<file path="src/rtl/usb_host_token_tx_if.sv">
// UTMI+ transmit-side bundle between the host token engine (master) and the host MAC (slave).
interface usb_host_token_tx_if;
  logic [7:0] utmi_tx_data;
  logic       utmi_tx_valid;
  logic       utmi_tx_first;
  logic       utmi_tx_last;
  logic       utmi_tx_ready;
  logic       utmi_host_disconnect;

  modport master (
    output utmi_tx_data, utmi_tx_valid, utmi_tx_first, utmi_tx_last,
    input  utmi_tx_ready, utmi_host_disconnect
  );

  modport slave (
    input  utmi_tx_data, utmi_tx_valid, utmi_tx_first, utmi_tx_last,
    output utmi_tx_ready, utmi_host_disconnect
  );
endinterface

</file>
<file path="src/rtl/usb_host_token_tx.sv">
// Host-side UTMI+ transmit engine: emits SETUP/IN/OUT tokens with CRC5 and, for SETUP,
// a following DATA0 packet carrying the 8-byte request plus CRC16.
module usb_host_token_tx #(
  parameter int unsigned IPG_CYCLES = 8
) (
  input  logic                       clk,
  input  logic                       rst,
  input  logic                       start,
  input  logic [3:0]                 pid,
  input  logic [6:0]                 dev_addr,
  input  logic [3:0]                 endp,
  input  logic [63:0]                setup_data,
  usb_host_token_tx_if.master        utmi,
  output logic                       busy,
  output logic                       done,
  output logic                       aborted
);

  typedef enum logic [3:0] {
    S_IDLE,
    S_TOK_PID,
    S_TOK_B1,
    S_TOK_B2,
    S_GAP,
    S_DAT_PID,
    S_DAT_BYTE,
    S_CRC_LO,
    S_CRC_HI,
    S_DONE
  } state_e;

  localparam logic [3:0] PID_SETUP  = 4'hD;
  localparam logic [3:0] PID_IN     = 4'h9;
  localparam logic [3:0] PID_OUT    = 4'h1;
  localparam logic [7:0] DATA0_BYTE = 8'hC3;
  localparam logic [7:0] GAP_LOAD   = 8'(IPG_CYCLES - 1);

  // Reflected CRC5 over {endp, addr} LSB-first; bit 0 of the result goes on the wire first.
  function automatic logic [4:0] crc5_token(input logic [6:0] addr, input logic [3:0] ep);
    logic [10:0] bits;
    logic [4:0]  r;
    bits = {ep, addr};
    r    = 5'h1F;
    for (int i = 0; i < 11; i++) begin
      r = (r[0] ^ bits[i]) ? ((r >> 1) ^ 5'h14) : (r >> 1);
    end
    return ~r;
  endfunction

  function automatic logic [15:0] crc16_byte(input logic [15:0] c, input logic [7:0] d);
    logic [15:0] r;
    r = c;
    for (int i = 0; i < 8; i++) begin
      r = (r[0] ^ d[i]) ? ((r >> 1) ^ 16'hA001) : (r >> 1);
    end
    return r;
  endfunction

  state_e      state_q, state_d;
  logic [3:0]  pid_q, pid_d;
  logic [6:0]  addr_q, addr_d;
  logic [3:0]  endp_q, endp_d;
  logic [63:0] data_q, data_d;
  logic [2:0]  byte_cnt_q, byte_cnt_d;
  logic [7:0]  gap_cnt_q, gap_cnt_d;
  logic [15:0] crc16_q, crc16_d;
  logic        aborted_q, aborted_d;

  logic [4:0]  crc5;
  logic [7:0]  tx_data;
  logic        tx_valid;
  logic        tx_first;
  logic        tx_last;
  logic        pid_ok;

  assign crc5   = crc5_token(addr_q, endp_q);
  assign pid_ok = (pid == PID_SETUP) || (pid == PID_IN) || (pid == PID_OUT);

  always_ff @(posedge clk) begin
    if (rst) begin
      state_q    <= S_IDLE;
      pid_q      <= '0;
      addr_q     <= '0;
      endp_q     <= '0;
      data_q     <= '0;
      byte_cnt_q <= '0;
      gap_cnt_q  <= '0;
      crc16_q    <= 16'hFFFF;
      aborted_q  <= 1'b0;
    end else begin
      state_q    <= state_d;
      pid_q      <= pid_d;
      addr_q     <= addr_d;
      endp_q     <= endp_d;
      data_q     <= data_d;
      byte_cnt_q <= byte_cnt_d;
      gap_cnt_q  <= gap_cnt_d;
      crc16_q    <= crc16_d;
      aborted_q  <= aborted_d;
    end
  end

  always_comb begin
    state_d    = state_q;
    pid_d      = pid_q;
    addr_d     = addr_q;
    endp_d     = endp_q;
    data_d     = data_q;
    byte_cnt_d = byte_cnt_q;
    gap_cnt_d  = gap_cnt_q;
    crc16_d    = crc16_q;
    aborted_d  = 1'b0;
    tx_data    = 8'h00;
    tx_valid   = 1'b0;
    tx_first   = 1'b0;
    tx_last    = 1'b0;
    done       = 1'b0;
    busy       = (state_q != S_IDLE) && (state_q != S_DONE);

    case (state_q)
      S_IDLE: begin
        if (start) begin
          if (pid_ok) begin
            pid_d   = pid;
            addr_d  = dev_addr;
            endp_d  = endp;
            data_d  = setup_data;
            state_d = S_TOK_PID;
          end else begin
            aborted_d = 1'b1;
          end
        end
      end
      S_TOK_PID: begin
        tx_valid = 1'b1;
        tx_first = 1'b1;
        tx_data  = {~pid_q, pid_q};
        if (utmi.utmi_tx_ready) state_d = S_TOK_B1;
      end
      S_TOK_B1: begin
        tx_valid = 1'b1;
        tx_data  = {endp_q[0], addr_q};
        if (utmi.utmi_tx_ready) state_d = S_TOK_B2;
      end
      S_TOK_B2: begin
        tx_valid = 1'b1;
        tx_last  = 1'b1;
        tx_data  = {crc5, endp_q[3:1]};
        if (utmi.utmi_tx_ready) begin
          if (pid_q == PID_SETUP) begin
            state_d   = S_GAP;
            gap_cnt_d = GAP_LOAD;
          end else begin
            state_d = S_DONE;
          end
        end
      end
      S_GAP: begin
        if (gap_cnt_q == 8'd0) state_d = S_DAT_PID;
        else                   gap_cnt_d = gap_cnt_q - 8'd1;
      end
      S_DAT_PID: begin
        tx_valid = 1'b1;
        tx_first = 1'b1;
        tx_data  = DATA0_BYTE;
        if (utmi.utmi_tx_ready) begin
          state_d    = S_DAT_BYTE;
          byte_cnt_d = 3'd0;
          crc16_d    = 16'hFFFF;
        end
      end
      S_DAT_BYTE: begin
        tx_valid = 1'b1;
        tx_data  = data_q[7:0];
        // CRC folds in each byte as it is accepted, so the CRC is ready right after byte 7.
        if (utmi.utmi_tx_ready) begin
          crc16_d    = crc16_byte(crc16_q, data_q[7:0]);
          data_d     = data_q >> 8;
          byte_cnt_d = byte_cnt_q + 3'd1;
          if (byte_cnt_q == 3'd7) state_d = S_CRC_LO;
        end
      end
      S_CRC_LO: begin
        tx_valid = 1'b1;
        tx_data  = ~crc16_q[7:0];
        if (utmi.utmi_tx_ready) state_d = S_CRC_HI;
      end
      S_CRC_HI: begin
        tx_valid = 1'b1;
        tx_last  = 1'b1;
        tx_data  = ~crc16_q[15:8];
        if (utmi.utmi_tx_ready) state_d = S_DONE;
      end
      S_DONE: begin
        done    = 1'b1;
        state_d = S_IDLE;
      end
      default: begin
        state_d = S_IDLE;
      end
    endcase

    // A detach overrides any handshake progress made in the same cycle.
    if (busy && utmi.utmi_host_disconnect) begin
      state_d   = S_IDLE;
      aborted_d = 1'b1;
    end
  end

  assign utmi.utmi_tx_data  = tx_data;
  assign utmi.utmi_tx_valid = tx_valid;
  assign utmi.utmi_tx_first = tx_first;
  assign utmi.utmi_tx_last  = tx_last;
  assign aborted            = aborted_q;

endmodule

</file>
<file path="src/flat_wrapper.sv">
// flat-port wrapper written by rule: the top's interface ports become plain ports
module usb_host_token_tx_flat 
#(
  parameter int unsigned IPG_CYCLES = 8
)
  (clk, rst, start, pid, dev_addr, endp, setup_data, busy, done, aborted, utmi_utmi_tx_data, utmi_utmi_tx_valid, utmi_utmi_tx_first, utmi_utmi_tx_last, utmi_utmi_tx_ready, utmi_utmi_host_disconnect);
  usb_host_token_tx_if utmi_i ();
  input  logic clk;
  input  logic rst;
  input  logic start;
  input  logic [3:0] pid;
  input  logic [6:0] dev_addr;
  input  logic [3:0] endp;
  input  logic [63:0] setup_data;
  output logic busy;
  output logic done;
  output logic aborted;
  output wire logic [$bits(utmi_i.utmi_tx_data)-1:0] utmi_utmi_tx_data;
  output wire logic [$bits(utmi_i.utmi_tx_valid)-1:0] utmi_utmi_tx_valid;
  output wire logic [$bits(utmi_i.utmi_tx_first)-1:0] utmi_utmi_tx_first;
  output wire logic [$bits(utmi_i.utmi_tx_last)-1:0] utmi_utmi_tx_last;
  input wire logic [$bits(utmi_i.utmi_tx_ready)-1:0] utmi_utmi_tx_ready;
  input wire logic [$bits(utmi_i.utmi_host_disconnect)-1:0] utmi_utmi_host_disconnect;
  assign utmi_utmi_tx_data = utmi_i.utmi_tx_data;
  assign utmi_utmi_tx_valid = utmi_i.utmi_tx_valid;
  assign utmi_utmi_tx_first = utmi_i.utmi_tx_first;
  assign utmi_utmi_tx_last = utmi_i.utmi_tx_last;
  assign utmi_i.utmi_tx_ready = utmi_utmi_tx_ready;
  assign utmi_i.utmi_host_disconnect = utmi_utmi_host_disconnect;
  usb_host_token_tx #(.IPG_CYCLES(IPG_CYCLES)) u_core (.clk(clk), .rst(rst), .start(start), .pid(pid), .dev_addr(dev_addr), .endp(endp), .setup_data(setup_data), .utmi(utmi_i), .busy(busy), .done(done), .aborted(aborted));
endmodule
</file>
<file path="config.mk">
export PLATFORM = sky130hd
export DESIGN_NAME = usb_host_token_tx_flat
export DESIGN_NICKNAME = d
export VERILOG_FILES = /design/src/rtl/usb_host_token_tx_if.sv /design/src/rtl/usb_host_token_tx.sv /design/src/flat_wrapper.sv
export SDC_FILE = /design/constraint.sdc
export NUM_CORES = 1
export LEC_CHECK = 0
export CORE_UTILIZATION = 50
export CTS_BUF_LIST = sky130_fd_sc_hd__clkbuf_4
export DETAILED_ROUTE_END_ITERATION = 16
export HOLD_SLACK_MARGIN = 0.08
export PLACE_DENSITY_LB_ADDON = 0.1
export SETUP_SLACK_MARGIN = 0.15
export SLEW_MARGIN = 10
export SYNTH_ARGS = -nofsm -noshare
export SYNTH_HDL_FRONTEND = slang
export SYNTH_SLANG_ARGS = --single-unit
export TNS_END_PERCENT = 20
</file>
<file path="constraint.sdc">
create_clock -name clk -period 3.93 [get_ports clk]
set_input_delay 0.5895 -clock clk [delete_from_list [all_inputs] [get_ports clk]]
set_output_delay 0.5895 -clock clk [all_outputs]
set_load 0.02 [all_outputs]
</file>
==> results of run 1 <==
-- sequential cells by signal, indices dropped and copies added (netlist names) --
signal	flops
u_core.aborted	1
u_core.addr_q	7
u_core.byte_cnt_q	3
u_core.crc16_q	16
u_core.data_q	64
u_core.endp_q	4
u_core.gap_cnt_q	8
u_core.pid_q	4
u_core.state_q	4
-- power by group --
part / switching [mW] / total, mW / internal (mW)
clock: 0.389 / 0.530 / 0.141
sequential: 0.0987 / 1.33 / 1.23
combinational: 0.444 / 0.871 / 0.427
total: 0.931 / 2.73 / 1.80
-- logic make-up (layout without fill, tap and decap cells) --
family,count (synthesis),after routing
fa+ha+maj,4,4
buf+inv,59,127
mux,57,57
simple gates,199,199
xor+xnor,45,45
compound gates,151,151
flops,111,111
-- worst max path at each step --
| stage | endpoint | startpoint | depth (start not counted) |
|---|---|---|---|
| after global placement | u_core.crc16_q[15]$_SDFFE_PP1P_ | u_core.state_q[2]$_SDFFE_PP0P_ | 5 |
| after global routing | utmi_utmi_tx_data[7] | u_core.state_q[3]$_SDFFE_PP0P_ | 5 |
| after floorplan | utmi_utmi_tx_data[0] | u_core.state_q[3]$_SDFFE_PP0P_ | 5 |
| after detailed placement | u_core.crc16_q[0]$_SDFFE_PP1P_ | u_core.state_q[2]$_SDFFE_PP0P_ | 5 |
| final | utmi_utmi_tx_data[4] | u_core.state_q[0]$_SDFFE_PP0P_ | 5 |
| after CTS | utmi_utmi_tx_data[7] | u_core.state_q[2]$_SDFFE_PP0P_ | 5 |
-- worst min-delay path: cells and delay by family (launching register included) --
family | cells | cell delay (ns)
DFF | 1 | 0.35
and+or+nand+nor | 1 | 0.06
AOI/OAI and AO/OA | 1 | 0.06
-- per-stage QoR --
step | setup slack (ns) | hold WS [ns] | util | instances
after detailed placement | 0.771 | 0.472 | 0.605 | 818
after global routing | 0.168 | 0.520 | 0.616 | 834
after global placement | 0.799 | 0.458 | 0.605 | 818
final | 0.356 | 0.491 | 0.616 | 834
after CTS | 0.352 | 0.494 | 0.616 | 834
after floorplan | 1.57 | 0.444 | - | 626
-- layout make-up --
cell class,count,share of cell area
clock buffer,10,0.0111
clock inverter,6,0.00665
inverter,8,0.00444
multi-input combinational,456,0.472
sequential,111,0.328
tap,140,0.0259
timing repair buffer,103,0.152
-- routing by layer --
metal,GRT usage,part of all wire
met1,0.311,0.45
met2,0.421,0.48
met3,0.0538,0.045
met4,0.103,0.026
met5,0,0
-- placed cells by master, fill, tap and decap left out, types with 3 or more instances in the layout --
cell type,Yosys,final
buf_4,6,6
nor3b_1,5,5
xnor2_1,27,27
nand2_1,45,45
xnor3_1,3,3
ha_1,4,4
a21oi_1,26,26
clkdlybuf4s50_1,0,96
clkbuf_4,0,10
nand3_1,3,3
o21ai_0,11,11
a211oi_2,30,30
and3_1,3,3
and2_1,3,3
nor2b_1,6,6
a31oi_1,3,3
xor2_1,14,14
o211ai_1,3,3
a22oi_1,10,10
nand2b_1,20,20
a211oi_1,29,29
o22ai_1,20,20
nor3_1,10,10
inv_1,8,8
nor2_1,93,93
mux2i_1,57,57
dfxtp_1,111,111
==> flow_metrics.env, run 1 <==
export IMPL_status="finished, final reports clean"
export IMPL_crit_path_end_kind="primary output"
export IMPL_totalWireLength_um=14100
export IMPL_overflow=0
export IMPL_tns_ns=0
export IMPL_start_util=0.519
export IMPL_yosysMostFrequentCell="dfxtp_1"
export IMPL_layout_drive_gt1_share=0.0836
export IMPL_layout_min_cycle_time_ns=3.57
export IMPL_synth_common_cells="111 x dfxtp_1, 93 x nor2_1, 57 x mux2i_1"
export IMPL_synthToLayoutAreaGrowth_pct=18.9
export IMPL_min_from="u_core.byte_cnt_q[1]$_SDFFE_PP0P_"
export IMPL_grt_first_pass_wirelength_um=22600
export IMPL_register_area_um2=2220
export IMPL_syn_num_nets=714
export IMPL_arrival_ns=2.98
export IMPL_holdBufCountCts=0
export IMPL_p_total_mw=2.73
export IMPL_whs_path_depth=2
export IMPL_synthAdderAreaFrac=0.00879
export IMPL_wl_per_cell_um=16.9
export IMPL_root_buffer="clkbuf_4"
export IMPL_r2r_cells=5
export IMPL_layout_worst_path_cycle_share=0.909
export IMPL_synth_compound_area_frac=0.209
export IMPL_multi_input_comb_area_um2=3200
export IMPL_pin_count=98
export IMPL_syn_inst=626
export IMPL_critPathBufInv=1
export IMPL_slew_violations=0
export IMPL_rsz0062_at_grt="false"
export IMPL_crit_family="flip-flops"
export IMPL_dieArea_um2=11800
export IMPL_whs_endpoint="u_core.byte_cnt_q[1]$_SDFFE_PP0P_"
export IMPL_synth_xor_area_share=0.0791
export IMPL_grt_pass1_vias=4617
export IMPL_synth_edf_count=0
export IMPL_worstSkewPairLatency_ns=0.49
export IMPL_clkTransAtPathRegs_ns=0.17
export IMPL_cp_cell_sequence="nand2b_1 > o22ai_1 > a22o_1 > a221o_1 > clkdlybuf4s50_1"
export IMPL_critPathRequiredTime_ns=3.34
export IMPL_drc=0
export IMPL_power_density_nw_per_um2=403
export IMPL_r2r_slack_ns=0.74
export IMPL_synth_top_family_by_area="compound AO/OA/AOI/OAI gates"
export IMPL_clockBufferDepth=2
export IMPL_cts_made_buffers=9
export IMPL_synth_top_cell_by_area="dfxtp_1"
export IMPL_async_reset_ff_frac=0
export IMPL_worstSetupPathType="register to primary output"
export IMPL_p_leak_nw=2.18
export IMPL_synth_simple_area_share=0.160
export IMPL_drtPass1Iterations=4
export IMPL_grt_max_degree=113
export IMPL_clock_sinks=111
export IMPL_ys_warn_count=0
export IMPL_drtIter0Drc=297
export IMPL_dp_hpwl_um=10100
export IMPL_final_cell_area_um2=6770
export IMPL_coreArea_um2=11000
export IMPL_fill_cells=996
export IMPL_synth_ff_type="dfxtp_1"
export IMPL_rows=38
export IMPL_grt_util_all_layers=0.251
export IMPL_slew_headroom=0.360
export IMPL_synth_seq_cells=111
export IMPL_synthTopCellsByArea="dfxtp_1 39%, mux2i_1 10%, a211oi_2 6.6%"
export IMPL_io_buffers=97
export IMPL_ys_types=54
export IMPL_reg2reg_from="u_core.state_q[2]$_SDFFE_PP0P_"
export IMPL_ant_nets=0
export IMPL_synth_area_mux_share=0.100
export IMPL_final_nets=777
export IMPL_synth_seq_area_share=0.390
export IMPL_die_h_um=109
export IMPL_ir_drop_mv=0.293
export IMPL_syn_avg_cell_area_um2=9.10
export IMPL_crit_path_top_delay_cell="dfxtp_1"
export IMPL_die_w_um=109
export IMPL_post_cts_resized=0
export IMPL_fmax_mhz=280
export IMPL_netlist_area_leader_share=0.390
export IMPL_crit_path_start_kind="register"
export IMPL_post_dp_cell_area_um2=6650
export IMPL_r2r_end="u_core.crc16_q[0]$_SDFFE_PP1P_"
export IMPL_finClkSkew_ns=0.0221
export IMPL_worst_slew_pin_slew_ns=0.960
export IMPL_viasPerCell=5.63
export IMPL_cp_max_fo=19
export IMPL_vias=4694
export IMPL_post_cts_setup_buffer_count=0
export IMPL_finalSetupViolations=0
export IMPL_antenna_found_initial=0
export IMPL_cpPeakStageDelay_ns=0.79
export IMPL_globalplace_congestion=0.882
export IMPL_synth_area_um2=5700
export IMPL_htreeDepth=3
export IMPL_min_path_type="register to register"
export IMPL_max_cap_violations=0
export IMPL_cts_tree="yes"
export IMPL_antennaDiodeCount=0
export IMPL_finalHoldViolCount=0
(Power assumes the default switching activity.)
==> inputs of run 2 (changes only) <==
- CTS_BUF_LIST: sky130_fd_sc_hd__clkbuf_4 -> sky130_fd_sc_hd__clkbuf_4 sky130_fd_sc_hd__clkbuf_8 sky130_fd_sc_hd__clkbuf_16
- PLACE_DENSITY_LB_ADDON: 0.1 -> 0.05
- clock period: 3.93 -> 3.39 ns (I/O delays scaled with it)
==> flow_metrics.env, run 2 (synthesis gave the netlist of run 1 again) <==
export IMPL_vias=4737
export IMPL_layout_worst_path_cycle_share=0.902
export IMPL_cp_max_fo=19
export IMPL_finalHoldViolCount=0
export IMPL_grt_max_degree=67
export IMPL_worst_slew_pin_slew_ns=0.766
export IMPL_crit_path_end_kind="primary output"
export IMPL_finClkSkew_ns=0.00511
export IMPL_reg2reg_from="u_core.state_q[2]$_SDFFE_PP0P_"
export IMPL_grt_util_all_layers=0.253
export IMPL_slew_violations=0
export IMPL_worstSkewPairLatency_ns=0.35
export IMPL_globalplace_congestion=0.892
export IMPL_holdBufCountCts=0
export IMPL_max_cap_violations=0
export IMPL_dp_hpwl_um=10400
export IMPL_cts_made_buffers=9
export IMPL_pin_count=98
export IMPL_tns_ns=0
export IMPL_wl_per_cell_um=16.8
export IMPL_slew_headroom=0.476
export IMPL_final_common_cell="dfxtp_1"
export IMPL_viasPerCell=5.63
export IMPL_antennaDiodeCount=0
export IMPL_die_h_um=109
export IMPL_min_path_type="register to register"
export IMPL_synthToLayoutAreaGrowth_pct=23.4
export IMPL_die_w_um=109
export IMPL_whs_path_depth=1
export IMPL_met2_usage=0.416
export IMPL_io_buffers=97
export IMPL_r2r_end="u_core.data_q[4]$_SDFFE_PP0P_"
export IMPL_use_met1=0.314
export IMPL_critPathRequiredTime_ns=2.88
export IMPL_totalWireLength_um=14100
export IMPL_largest_reg_flops=64
export IMPL_regMostFlops="u_core.data_q"
export IMPL_antenna_found_initial=0
export IMPL_drtPass1Iterations=4
export IMPL_status="finished, final reports clean"
export IMPL_grt_pass1_vias=4481
export IMPL_root_buffer="clkbuf_16"
export IMPL_ant_nets=0
export IMPL_overflow=0
export IMPL_reg_top3="u_core.data_q x64, u_core.crc16_q x16, u_core.gap_cnt_q x8"
export IMPL_arrival_ns=2.55
export IMPL_layout_common_cells="110 x dfxtp_1, 95 x clkdlybuf4s50_1, 93 x nor2_1, 57 x mux2i_1, 45 x nand2_1"
export IMPL_htreeDepth=3
export IMPL_p_leak_nw=2.33
export IMPL_drtIter0Drc=289
export IMPL_grt_use_met3=0.0693
export IMPL_final_nets=787
export IMPL_clock_sinks=111
export IMPL_crit_path_start_kind="register"
export IMPL_cts_tree="yes"
export IMPL_clkTransAtPathRegs_ns=0.07
export IMPL_finalSetupViolations=0
export IMPL_ir_drop_mv=0.493
export IMPL_layout_drive_gt1_share=0.0969
export IMPL_start_util=0.519
export IMPL_min_from="u_core.byte_cnt_q[0]$_SDFFE_PP0P_"
export IMPL_dieArea_um2=11800
export IMPL_r2r_cells=7
export IMPL_worstSetupPathType="register to primary output"
export IMPL_r2r_slack_ns=0.75
export IMPL_busiest_layer="met2"
export IMPL_power_density_nw_per_um2=512
export IMPL_fmax_mhz=327
export IMPL_layout_min_cycle_time_ns=3.06
export IMPL_rows=38
export IMPL_whs_endpoint="u_core.byte_cnt_q[0]$_SDFFE_PP0P_"
export IMPL_clockBufferDepth=2
export IMPL_rsz0062_at_grt="false"
export IMPL_drc=0
export IMPL_coreArea_um2=11000
export IMPL_grt_first_pass_wirelength_um=22800
export IMPL_final_core_util=0.640
-- run 2: area by class of cell --
type                       instances  area [um2]
fill                             952        3960
inverter                           8        30.0
timing repair buffer             113        1120
clock inverter                     3        43.8
clock buffer                      11         240
sequential                       111        2220
multi-input combinational        456        3200
tap                              140         175
-- run 2: worst max-delay path by stage --
stage                                         startpoint                    to  slack [ns]  cells past startpoint
after floorplan           u_core.state_q[3]$_SDFFE_PP0P_  utmi_utmi_tx_data[0]        1.11                      5
after global placement    u_core.state_q[0]$_SDFFE_PP0P_  utmi_utmi_tx_data[4]        0.54                      5
after detailed placement  u_core.state_q[0]$_SDFFE_PP0P_  utmi_utmi_tx_data[4]        0.50                      5
after CTS                 u_core.state_q[2]$_SDFFE_PP0P_  utmi_utmi_tx_data[7]        0.25                      4
after global routing      u_core.state_q[2]$_SDFFE_PP0P_  utmi_utmi_tx_data[6]        0.15                      7
final                     u_core.state_q[0]$_SDFFE_PP0P_  utmi_utmi_tx_data[4]        0.33                      5
-- run 2: where the power goes --
group	switching [mW]	internal (mW)	total, mW
registers	0.116	1.42	1.54
logic	0.508	0.502	1.01
clock network	0.463	0.583	1.05
total	1.09	2.51	3.60
-- run 2: worst max-delay path, cell delays in order (launching register included) --
cell and delay [ns]:
dfxtp_2 0.55, nand2b_1 0.49, o22ai_1 0.14, a22o_1 0.20, a221o_1 0.28, clkdlybuf4s50_1 0.54
-- run 2: what timing repair did --
| action | 4_1_cts | 5_1_grt |
|---|---|---|
| gates resized for setup | 1 | 1 |
| buffers inserted | 0 | 4 |
| endpoints found under the setup margin | 2 | 2 |
-- run 2: stage by stage --
step	instances	hold slack [ns]	power (mW)	setup slack (ns)	area (um2)
6_report	842	0.484	3.60	0.333	7030
2_1_floorplan	626	0.444	2.25	1.11	5700
3_5_place_dp	824	0.472	2.58	0.501	6710
4_1_cts	838	0.484	3.63	0.252	6990
5_1_grt	842	0.506	3.79	0.154	7030
3_3_place_gp	824	0.457	2.56	0.536	6710
-- run 2: layer usage --
metal	vias to the layer above	routed length, um
met5	-	0
met4	0	344
met3	26	666
met2	109	6880
met1	2230	6250
li1	2372	-
